<file path="src/rtl/fsm_vec_pkg.sv">
// fsm_vec_pkg: shared state encoding and default sizing for the vector sequencer
package fsm_vec_pkg;
   localparam int DEPTH_DEF = 16;
   localparam int FLUSH_DEF = 2;
   typedef enum logic [1:0] {ST_IDLE, ST_FLUSH, ST_RUN, ST_DRAIN} state_e;
endpackage

</file>
<file path="src/rtl/fsm_vec_mem.sv">
// fsm_vec_mem: DEPTH x 2 pattern register file, synchronous write, asynchronous read
module fsm_vec_mem
   import fsm_vec_pkg::*;
#(
   parameter int DEPTH = DEPTH_DEF
) (
   input  logic                     clk,
   input  logic                     we_i,
   input  logic [$clog2(DEPTH)-1:0] waddr_i,
   input  logic [1:0]               wdata_i,
   input  logic [$clog2(DEPTH)-1:0] raddr_i,
   output logic [1:0]               rdata_o
);
   logic [1:0] mem_q [DEPTH];
   // write port; contents are deliberately left unreset
   always_ff @(posedge clk) if (we_i) mem_q[waddr_i] <= wdata_i;
   assign rdata_o = mem_q[raddr_i];
endmodule

</file>
<file path="src/rtl/fsm_vec_seq.sv">
// fsm_vec_seq: replays a stored {w,e} pattern into an FSM pair and scores out_diff per vector
module fsm_vec_seq
   import fsm_vec_pkg::*;
#(
   parameter int DEPTH = DEPTH_DEF,
   parameter int FLUSH = FLUSH_DEF
) (
   input  logic                       clk,
   input  logic                       rst_n,
   input  logic                       wr_en,
   input  logic [$clog2(DEPTH)-1:0]   wr_addr,
   input  logic [1:0]                 wr_data,
   input  logic [$clog2(DEPTH):0]     len,
   input  logic                       start,
   input  logic                       out_diff,
   output logic                       w,
   output logic                       e,
   output logic                       busy,
   output logic                       done,
   output logic [$clog2(DEPTH):0]     mism_cnt,
   output logic                       fail_seen,
   output logic [$clog2(DEPTH)-1:0]   first_fail
);
   localparam int AW = $clog2(DEPTH);
   localparam int CW = (AW > 4) ? AW : 4;
   localparam logic [AW:0] LEN_MAX = (AW + 1)'(DEPTH);
   state_e        state_q, state_d;
   logic [CW-1:0] cnt_q, cnt_d;
   logic [AW:0]   len_q, len_d, mism_q, mism_d;
   logic          w_q, e_q, done_q, tag_v_q, fail_q;
   logic          w_d, e_d, done_d, tag_v_d, fail_d;
   logic [AW-1:0] tag_idx_q, first_q, tag_idx_d, first_d;
   logic [1:0]    vec, vec_eff;
   logic          accept, hit, mem_we;
   assign accept = state_q == ST_IDLE && start && len != '0 && len <= LEN_MAX;
   assign hit    = tag_v_q && out_diff;
   assign mem_we = wr_en && state_q == ST_IDLE;
   fsm_vec_mem #(.DEPTH(DEPTH)) u_mem (
      .clk     (clk),
      .we_i    (mem_we),
      .waddr_i (wr_addr),
      .wdata_i (wr_data),
      .raddr_i (cnt_d[AW-1:0]),
      .rdata_o (vec)
   );
   // a write landing on the edge that starts RUN directly must be seen by that run
   assign vec_eff = (mem_we && wr_addr == cnt_d[AW-1:0]) ? wr_data : vec;
   // state, vector/flush counter and latched run length
   always_ff @(posedge clk or negedge rst_n)
      if (!rst_n) begin
         state_q <= ST_IDLE;
         cnt_q   <= '0;
         len_q   <= '0;
      end else begin
         state_q <= state_d;
         cnt_q   <= cnt_d;
         len_q   <= len_d;
      end
   // next state: cnt counts flush cycles in FLUSH and is the vector index in RUN
   always_comb begin
      state_d = state_q;
      cnt_d   = cnt_q;
      len_d   = len_q;
      case (state_q)
         ST_IDLE: if (accept) begin
            state_d = (FLUSH > 0) ? ST_FLUSH : ST_RUN;
            cnt_d   = '0;
            len_d   = len;
         end
         ST_FLUSH: begin
            state_d = (cnt_q == CW'(FLUSH - 1)) ? ST_RUN : ST_FLUSH;
            cnt_d   = (cnt_q == CW'(FLUSH - 1)) ? '0 : cnt_q + 1'b1;
         end
         ST_RUN: begin
            state_d = (cnt_q[AW-1:0] == AW'(len_q - 1'b1)) ? ST_DRAIN : ST_RUN;
            cnt_d   = (cnt_q[AW-1:0] == AW'(len_q - 1'b1)) ? '0 : cnt_q + 1'b1;
         end
         default: state_d = ST_IDLE;
      endcase
   end
   // outputs: registered stimulus, tag pipeline one cycle behind the vector, scoring
   always_comb begin
      {w_d, e_d} = (state_d == ST_RUN) ? vec_eff : 2'b00;
      done_d     = state_q == ST_DRAIN;
      tag_v_d    = state_q == ST_RUN;
      tag_idx_d  = cnt_q[AW-1:0];
      mism_d     = accept ? '0 : mism_q + {{AW{1'b0}}, hit};
      fail_d     = accept ? 1'b0 : fail_q | hit;
      first_d    = accept ? '0 : (hit && !fail_q) ? tag_idx_q : first_q;
   end
   // output and result registers, all cleared by reset
   always_ff @(posedge clk or negedge rst_n)
      if (!rst_n) begin
         w_q       <= 1'b0;
         e_q       <= 1'b0;
         done_q    <= 1'b0;
         tag_v_q   <= 1'b0;
         tag_idx_q <= '0;
         mism_q    <= '0;
         fail_q    <= 1'b0;
         first_q   <= '0;
      end else begin
         w_q       <= w_d;
         e_q       <= e_d;
         done_q    <= done_d;
         tag_v_q   <= tag_v_d;
         tag_idx_q <= tag_idx_d;
         mism_q    <= mism_d;
         fail_q    <= fail_d;
         first_q   <= first_d;
      end
   assign w          = w_q;
   assign e          = e_q;
   assign busy       = state_q != ST_IDLE;
   assign done       = done_q;
   assign mism_cnt   = mism_q;
   assign fail_seen  = fail_q;
   assign first_fail = first_q;
endmodule

</file>
<file path="config.mk">
export PLATFORM = sky130hd
export DESIGN_NAME = fsm_vec_seq
export DESIGN_NICKNAME = d
export VERILOG_FILES = /design/src/rtl/fsm_vec_pkg.sv /design/src/rtl/fsm_vec_mem.sv /design/src/rtl/fsm_vec_seq.sv
export SDC_FILE = /design/constraint.sdc
export NUM_CORES = 1
export LEC_CHECK = 0
export CORE_MARGIN = 4
export CORE_UTILIZATION = 55
export CTS_CLUSTER_DIAMETER = 30
export DETAILED_ROUTE_END_ITERATION = 8
export PLACE_DENSITY = 0.9
export REMOVE_ABC_BUFFERS = 1
export SETUP_SLACK_MARGIN = 0.4
export SYNTH_ARGS = -nofsm -noshare
export SYNTH_HDL_FRONTEND = slang
export SYNTH_SLANG_ARGS = --single-unit
</file>
<file path="constraint.sdc">
create_clock -name clk -period 2.9 [get_ports clk]
set_clock_uncertainty 0.1 [all_clocks]
set_input_delay 0.435 -clock clk [delete_from_list [all_inputs] [get_ports clk]]
set_output_delay 0.435 -clock clk [all_outputs]
set_load 0.05 [all_outputs]
</file>
Word level (Yosys, flattened, before mapping)
Memories as Yosys holds them, arrays and structs flattened.
Cells that the tools add are included.
Word-level totals
  bits in writable memories: 32
  ROM bits: 0
  latch bits: 0
  output and inout bits: 14
  register bits: 28
  memories: 1
  logic and storage cells: 53
Memories
  u_mem.mem_q: words 16, width 2, read ports 1, clocked after memory_dff 0, wr ports 1, RTL line fsm_vec_mem.sv:14  | logic [1:0] mem_q [DEPTH];
Operators by class
  divide/modulo/power cells: 0
  $add $sub $neg: 3
  equal/unequal tests: 7
  shift operators: 0
  multipliers: 0
  order comparisons: 1
  multiplexer cells: 16
  reductions and logical operators: 13
  bitwise operators: 1
Operators with widths (count)
  2-to-1 mux 4 bit: 5
  case mux 4 bit (3 select lines): 1
  equality test 4 bit: 2
  2-to-1 mux 2 bit: 4
  logical AND 1 bit: 7
  equality test 2 bit, second input constant: 3
  case mux 2 bit (3 select lines): 1
  adder 5 x 1 -> 5 bit: 1
  <= comparator 5 bit, second input constant: 1
  2-to-1 mux 5 bit: 1
  nonzero test 5 bit: 1
  adder 4 x 1 -> 4 bit, second input constant: 1
  equality test 4 x 1 -> 1 bit, second input constant: 1
  2-to-1 mux 1 bit: 4
  nonzero test 2 bit: 2
  subtractor 4 x 1 -> 4 bit, second input constant: 1
  equality test 2 x 1 -> 1 bit, second input constant: 1
  zero test 2 bit: 1
  AND reduction 2 bit: 1
  zero test 1 bit: 1
  bitwise OR 1 bit: 1

Depth between registers and ports, before layout
  depth in word-level cells: 10
  gate-level depth with buffers: 12
  depth with buffers taken out: 10

By module
Synthesis repeated with hierarchy kept, for this count alone.
Unflattened totals
  cell total of the unflattened synthesis: 188
  area total of the unflattened synthesis: 2610.0 sq um
Modules (own cells, without submodules)
  fsm_vec_mem: times used 1, cells an instance 76, area each 1340.0 sq um, sequential area each 960.9 sq um
  fsm_vec_seq: times used 1, cells an instance 112, area each 1270.0 sq um, sequential area each 700.7 sq um

Worst setup path after synthesis
OpenSTA, ideal clock, no wires.
  path kind: reg-to-reg
  start: reg cnt_q[1]
  end: reg e_q (netlist: e)
  arrival time: 2179 ps
  library setup time: 125 ps
  stages on the path, launching flop included: 13
  slack: 496 ps
  buffers on the path: 2
  period minus slack after synthesis: 2404 ps
  path through: dfrtp_1 -> inv_1 -> ha_1 -> or3b_1 -> a21oi_1 -> a311oi_1 -> a21oi_2 -> buf_6 -> buf_6 -> mux2i_1 -> mux2i_1 -> mux2i_1 -> a2bb2oi_2
On the way
  word-level cells in the longest chain between the ends: 7
Ends and longest elaborated chain
  start, declared: RTL line fsm_vec_seq.sv:28  | logic [CW-1:0] cnt_q, cnt_d;
  start signal, assigned: RTL line fsm_vec_seq.sv:56  | cnt_q <= cnt_d;
  parallel branches: the longest is 6 deep, another holds adder 4 x 1 -> 4 bit
  2-to-1 mux 2 bit (*): RTL line fsm_vec_seq.sv:83  | {w_d, e_d} = (state_d == ST_RUN) ? vec_eff : 2'b00;
  named net e_d: RTL line fsm_vec_seq.sv:31  | logic w_d, e_d, done_d, tag_v_d, fail_d;
  end signal, assigned: RTL line fsm_vec_seq.sv:95  | e_q <= 1'b0;
  end signal, assigned: RTL line fsm_vec_seq.sv:104  | e_q <= e_d;
  end, declared: RTL line fsm_vec_seq.sv:30  | logic w_q, e_q, done_q, tag_v_q, fail_q;
Mark *: on every way through the listed nets, which the timed path passes.
A chain may end at the register's enable or synchronous reset.

Worst setup path in the final report
  start: reg len_q[0]
  end: reg e_q (netlist: e)
On the way
  word-level cells in the longest chain between the ends: 8
Ends and longest elaborated chain
  start, declared: RTL line fsm_vec_seq.sv:29  | logic [AW:0] len_q, len_d, mism_q, mism_d;
  start signal, assigned: RTL line fsm_vec_seq.sv:57  | len_q <= len_d;
  subtractor 4 x 1 -> 4 bit (*): RTL line fsm_vec_seq.sv:75, fsm_vec_seq.sv:76
  equality test 4 bit (*): RTL line fsm_vec_seq.sv:75, fsm_vec_seq.sv:76
  parallel branches: the longest is 5 deep, another holds memory read (16 x 2 bit)
  2-to-1 mux 2 bit (*): RTL line fsm_vec_seq.sv:83
  named net e_d: RTL line fsm_vec_seq.sv:31
Marked as above.

==> results_tabular.tex <==
\begin{tabular}{lr}
\hline
Metric & Value \\
\hline
\multicolumn{2}{l}{\textbf{Floorplanning}} \\
Area of the die & 6226 sq um \\
CORE AREA & between 4000 and 5000 sq um \\
I/O pin count & 30 \\
Initial core utilization & 0.5778 \\
Total number of placement rows & 25 \\
Chip height & 78.91 microns \\
Die extent in x & 78.91 microns \\
\multicolumn{2}{l}{\textbf{Routing}} \\
Per-cell via count in the routed design & 5.507 \\
Length of the first detailed-routing pass in iterations & 4 \\
Final ANT Viol Nets & 0 \\
Detailed-route DRC error count & 0 \\
Drt initial violations & 85 \\
Routed WL per cell & 18.29 microns \\
Total wire length after detailed routing & about 6300 microns \\
Vias after detailed routing & 1,889 \\
\multicolumn{2}{l}{\textbf{STA}} \\
Worst-case setup margin in the final layout & 0.2718 ns \\
Slew Limit Headroom & 0.6408 \\
Period minus WS final & 2.628 ns \\
Period utilisation layout & 0.9063 \\
Tightest hold margin & about 0.31 ns \\
Max Slew Vio Count & 0 \\
Transition time at the pin with the least slew margin & 0.5377 ns \\
Fmax achieved & 0.3805 GHz \\
Setup repair after global routing missed its margin & yes \\
Number of hold violations in the final report & 0 \\
Final setup fails & 0 \\
\multicolumn{2}{l}{\textbf{Yosys}} \\
EDFF count, synth & 32 \\
Cell with the most instances after synthesis & sky130\_fd\_sc\_hd\_\_edfxtp\_1 \\
Synthesized area & 2765 sq um \\
Cell count after synthesis & 210 \\
Predominant post-synthesis flop cell & sky130\_fd\_sc\_hd\_\_edfxtp\_1 \\
Post-synth top cells & sky130\_fd\_sc\_hd\_\_edfxtp\_1 (32), sky130\_fd\_sc\_hd\_\_dfrtp\_1 (28), sky130\_fd\_sc\_hd\_\_nor2\_1 (27) \\
Largest area contributor in the synthesized netlist & sky130\_fd\_sc\_hd\_\_edfxtp\_1 \\
Area share of the leading cell type in the synthesized netlist & 0.3475 \\
Post-Syn Area per Cell & 13.17 sq um \\
Number of register bits inferred by synthesis & 60 \\
Warning count from the yosys run & 0 \\
Number of distinct standard cells referenced by the synthesized netlist & 44 \\
Register area share after synthesis & 0.6009 \\
Async set or reset register ratio after synthesis & 0.4667 \\
Top post-synthesis cells by area & sky130\_fd\_sc\_hd\_\_edfxtp\_1 (35\%), sky130\_fd\_sc\_hd\_\_dfrtp\_1 (25\%), sky130\_fd\_sc\_hd\_\_mux2i\_1 (9.4\%) \\
\multicolumn{2}{l}{\textbf{Critical path}} \\
Kind of start point of the critical path & register \\
Crit Path Class & reg -> reg \\
Worst path required time & $\sim$3.1 ns \\
Biggest fanout along the worst timing path & 4 \\
Arrival time at the worst endpoint & roughly 2.8 ns \\
R2R cell count & 12 \\
Capturing element type of the critical path & register \\
\multicolumn{2}{l}{\textbf{Place}} \\
Port-buffer cells & 29 \\
Cell area reported after detailed placement & about 3200 sq um \\
Total half-perimeter wirelength after legalization and detailed placement & 3780 microns \\
Worst slack at placement & -0.01329 ns \\
GPL Wtd Cong & 0.8978 \\
Inst Count DP & 310 \\
\multicolumn{2}{l}{\textbf{Finish}} \\
Number of nets in the layout & 292 \\
Inserted Diodes & 0 \\
Share of cells above drive strength 1 & 0.2826 \\
Count of non-filler cells in the finished layout & 343 \\
Finished Cell Area & 3685 sq um \\
Number of filler instances in the final layout & 292 \\
Area Growth Syn to Fin & 33.26\% \\
Utilization of the core after routing & 0.7699 \\
\multicolumn{2}{l}{\textbf{Global route}} \\
Via count of the first global-routing pass & 1,980 \\
Number of antenna violations at the first check in global routing & 0 \\
Largest net degree at the start of global routing & 29 \\
Gr ovfl total & 0 \\
Global-route wire length before repair & 9453 microns \\
GRT Total Usage & 0.2049 \\
\multicolumn{2}{l}{\textbf{Pwr}} \\
Power spent charging and discharging nets & between 0.0015 and 0.002 W \\
Part of the power in registers & 0.276 \\
Fraction of power spent switching nets & 0.3781 \\
Share of total power in the clock network & 0.173 \\
Max rail drop VDD & 478.0 uV \\
Combinational share of power & 0.551 \\
Total power divided by cell area & 1138 nW/um\^{}2 \\
Standby leakage power & 1.572 nW \\
Internal power & 0.002608 W \\
\multicolumn{2}{l}{\textbf{Run status}} \\
Run status & finished, final reports clean \\
\multicolumn{2}{l}{\textbf{Hold path}} \\
Hold crit path type & in -> reg \\
WHS Path Cells & 2 \\
\multicolumn{2}{l}{\textbf{Clock tree}} \\
Number of CTS-inserted buffers & 9 \\
Maximum count of clock buffers along a single path & 2 \\
Clk Latency, worst-skew pair & between 0.3 and 0.4 ns \\
Number of hold buffers added after cts & 0 \\
CTS tree & built \\
Number of sinks on the clock net & 60 \\
Clock transition at the register clock pins on the worst setup and hold paths after CTS & roughly 0.070 ns \\
Clock tree root driver cell & sky130\_fd\_sc\_hd\_\_clkbuf\_8 \\
H-tree depth & 3 \\
\multicolumn{2}{l}{\textbf{Job}} \\
Max-cap viol count & 0 \\
\hline
\end{tabular}
## metal layers
layer | GRT usage | vias up | wire, microns
met5 | 0 | - | 0
met4 | 0.08591 | 0 | 192
met3 | 0.06916 | 21 | 287
met2 | 0.3710 | 54 | 3461
met1 | 0.2170 | 938 | 2333
li1 | - | 876 | -
## cell families (layout without fill, tap and decap cells)
kind of cell             after synthesis  after routing  share of synthesized area
AND/OR/NAND/NOR                       66             66                     0.1186
flip-flops                            60             60                     0.6009
multiplexers                          32             32                     0.1186
AO/OA/AOI/OAI                         22             22                    0.07195
buffers and inverters                 13             79                    0.02352
XOR/XNOR                              12             12                    0.04389
adder cells (fa/ha/maj)                5              5                    0.02262
## repair_timing
item                       in CTS  in global routing
gates resized for setup        10                 19
pin swaps                       6                 11
gates cloned                    1                  2
buffers inserted                8                  6
setup endpoints to repair       3                  2
## worst max-delay path, stage by stage (launching register included)
cell and delay [ns]:
sky130_fd_sc_hd__dfrtp_1 0.41, sky130_fd_sc_hd__buf_4 0.14, sky130_fd_sc_hd__buf_4 0.15, sky130_fd_sc_hd__nor3_4 0.17, sky130_fd_sc_hd__xnor2_2 0.14, sky130_fd_sc_hd__a311oi_2 0.33, sky130_fd_sc_hd__a21oi_2 0.06, sky130_fd_sc_hd__buf_4 0.16
sky130_fd_sc_hd__clkbuf_16 0.15, sky130_fd_sc_hd__mux2i_1 0.11, sky130_fd_sc_hd__mux2_2 0.29, sky130_fd_sc_hd__o22ai_2 0.18, sky130_fd_sc_hd__a2bb2oi_2 0.15
## metrics by stage
stage	power [W]	setup TNS, ns
5_1_grt	0.004409	0
2_1_floorplan	0.002289	-0.02392
3_5_place_dp	0.002765	-0.01329
3_3_place_gp	0.002721	0
4_1_cts	0.003780	0
6_report	0.004193	0
## cells in the final DEF (no fill, tap or decap), drive strengths merged, types with 2 or more instances in the layout
cell type	n
a21oi	5
a2bb2oi	4
a311oi	2
and2	2
buf	24
clkbuf	11
clkdlybuf4s50	27
clkinv	4
clkinvlp	2
dfrtp	28
edfxtp	32
ha	5
inv	8
mux2	6
mux2i	26
nand2	11
nand2b	4
nand3	5
nor2	27
nor2b	5
nor3	6
o21ai	4
o22ai	2
xnor2	6
xor2	5
## cell type report
class	instances	area [sq um]	area share
Sequential cell	60	1663	0.4513
Multi-Input combinational cell	137	1171	0.3178
Timing Repair Buffer	55	545.5	0.1480
Clock buffer	9	123.9	0.03362
Tap cell	67	83.83	0.02275
Clock inverter	7	67.56	0.01834
Inverter	8	30.03	0.008149
## final timing paths
check / startpoint / end / slack, ns
setup / recovery: len_q[0]$_DFFE_PN0P_ / e$_DFF_PN0_ / 0.27
hold / removal: len[2] / len_q[2]$_DFFE_PN0P_ / 0.31
setup reg to reg: len_q[0]$_DFFE_PN0P_ / e$_DFF_PN0_ / 0.27
hold reg to reg: tag_idx_q[2]$_DFF_PN0_ / first_fail[2]$_DFFE_PN0P_ / 0.41
max in group asynchronous: rst_n / cnt_q[2]$_DFF_PN0_ / 2.04
min in group asynchronous: rst_n / len_q[0]$_DFFE_PN0P_ / 0.38
## power groups by stage
stage	clock (W)	combinational [W]	sequential (W)
2_1_floorplan	0	0.000987	0.00130
3_3_place_gp	0	0.00157	0.00115
3_5_place_dp	0	0.00160	0.00116
4_1_cts	0.000743	0.00190	0.00114
5_1_grt	0.000779	0.00246	0.00117
6_report	0.000727	0.00231	0.00116
## flip-flops by register name (all words and copies together), names as in the netlist, 2 cells and up
register,count
u_mem.mem_q,32
mism_cnt,5
cnt_q,4
first_fail,4
len_q,4
tag_idx_q,4
state_q,2
Note: power is estimated with default switching activity, not from simulation.
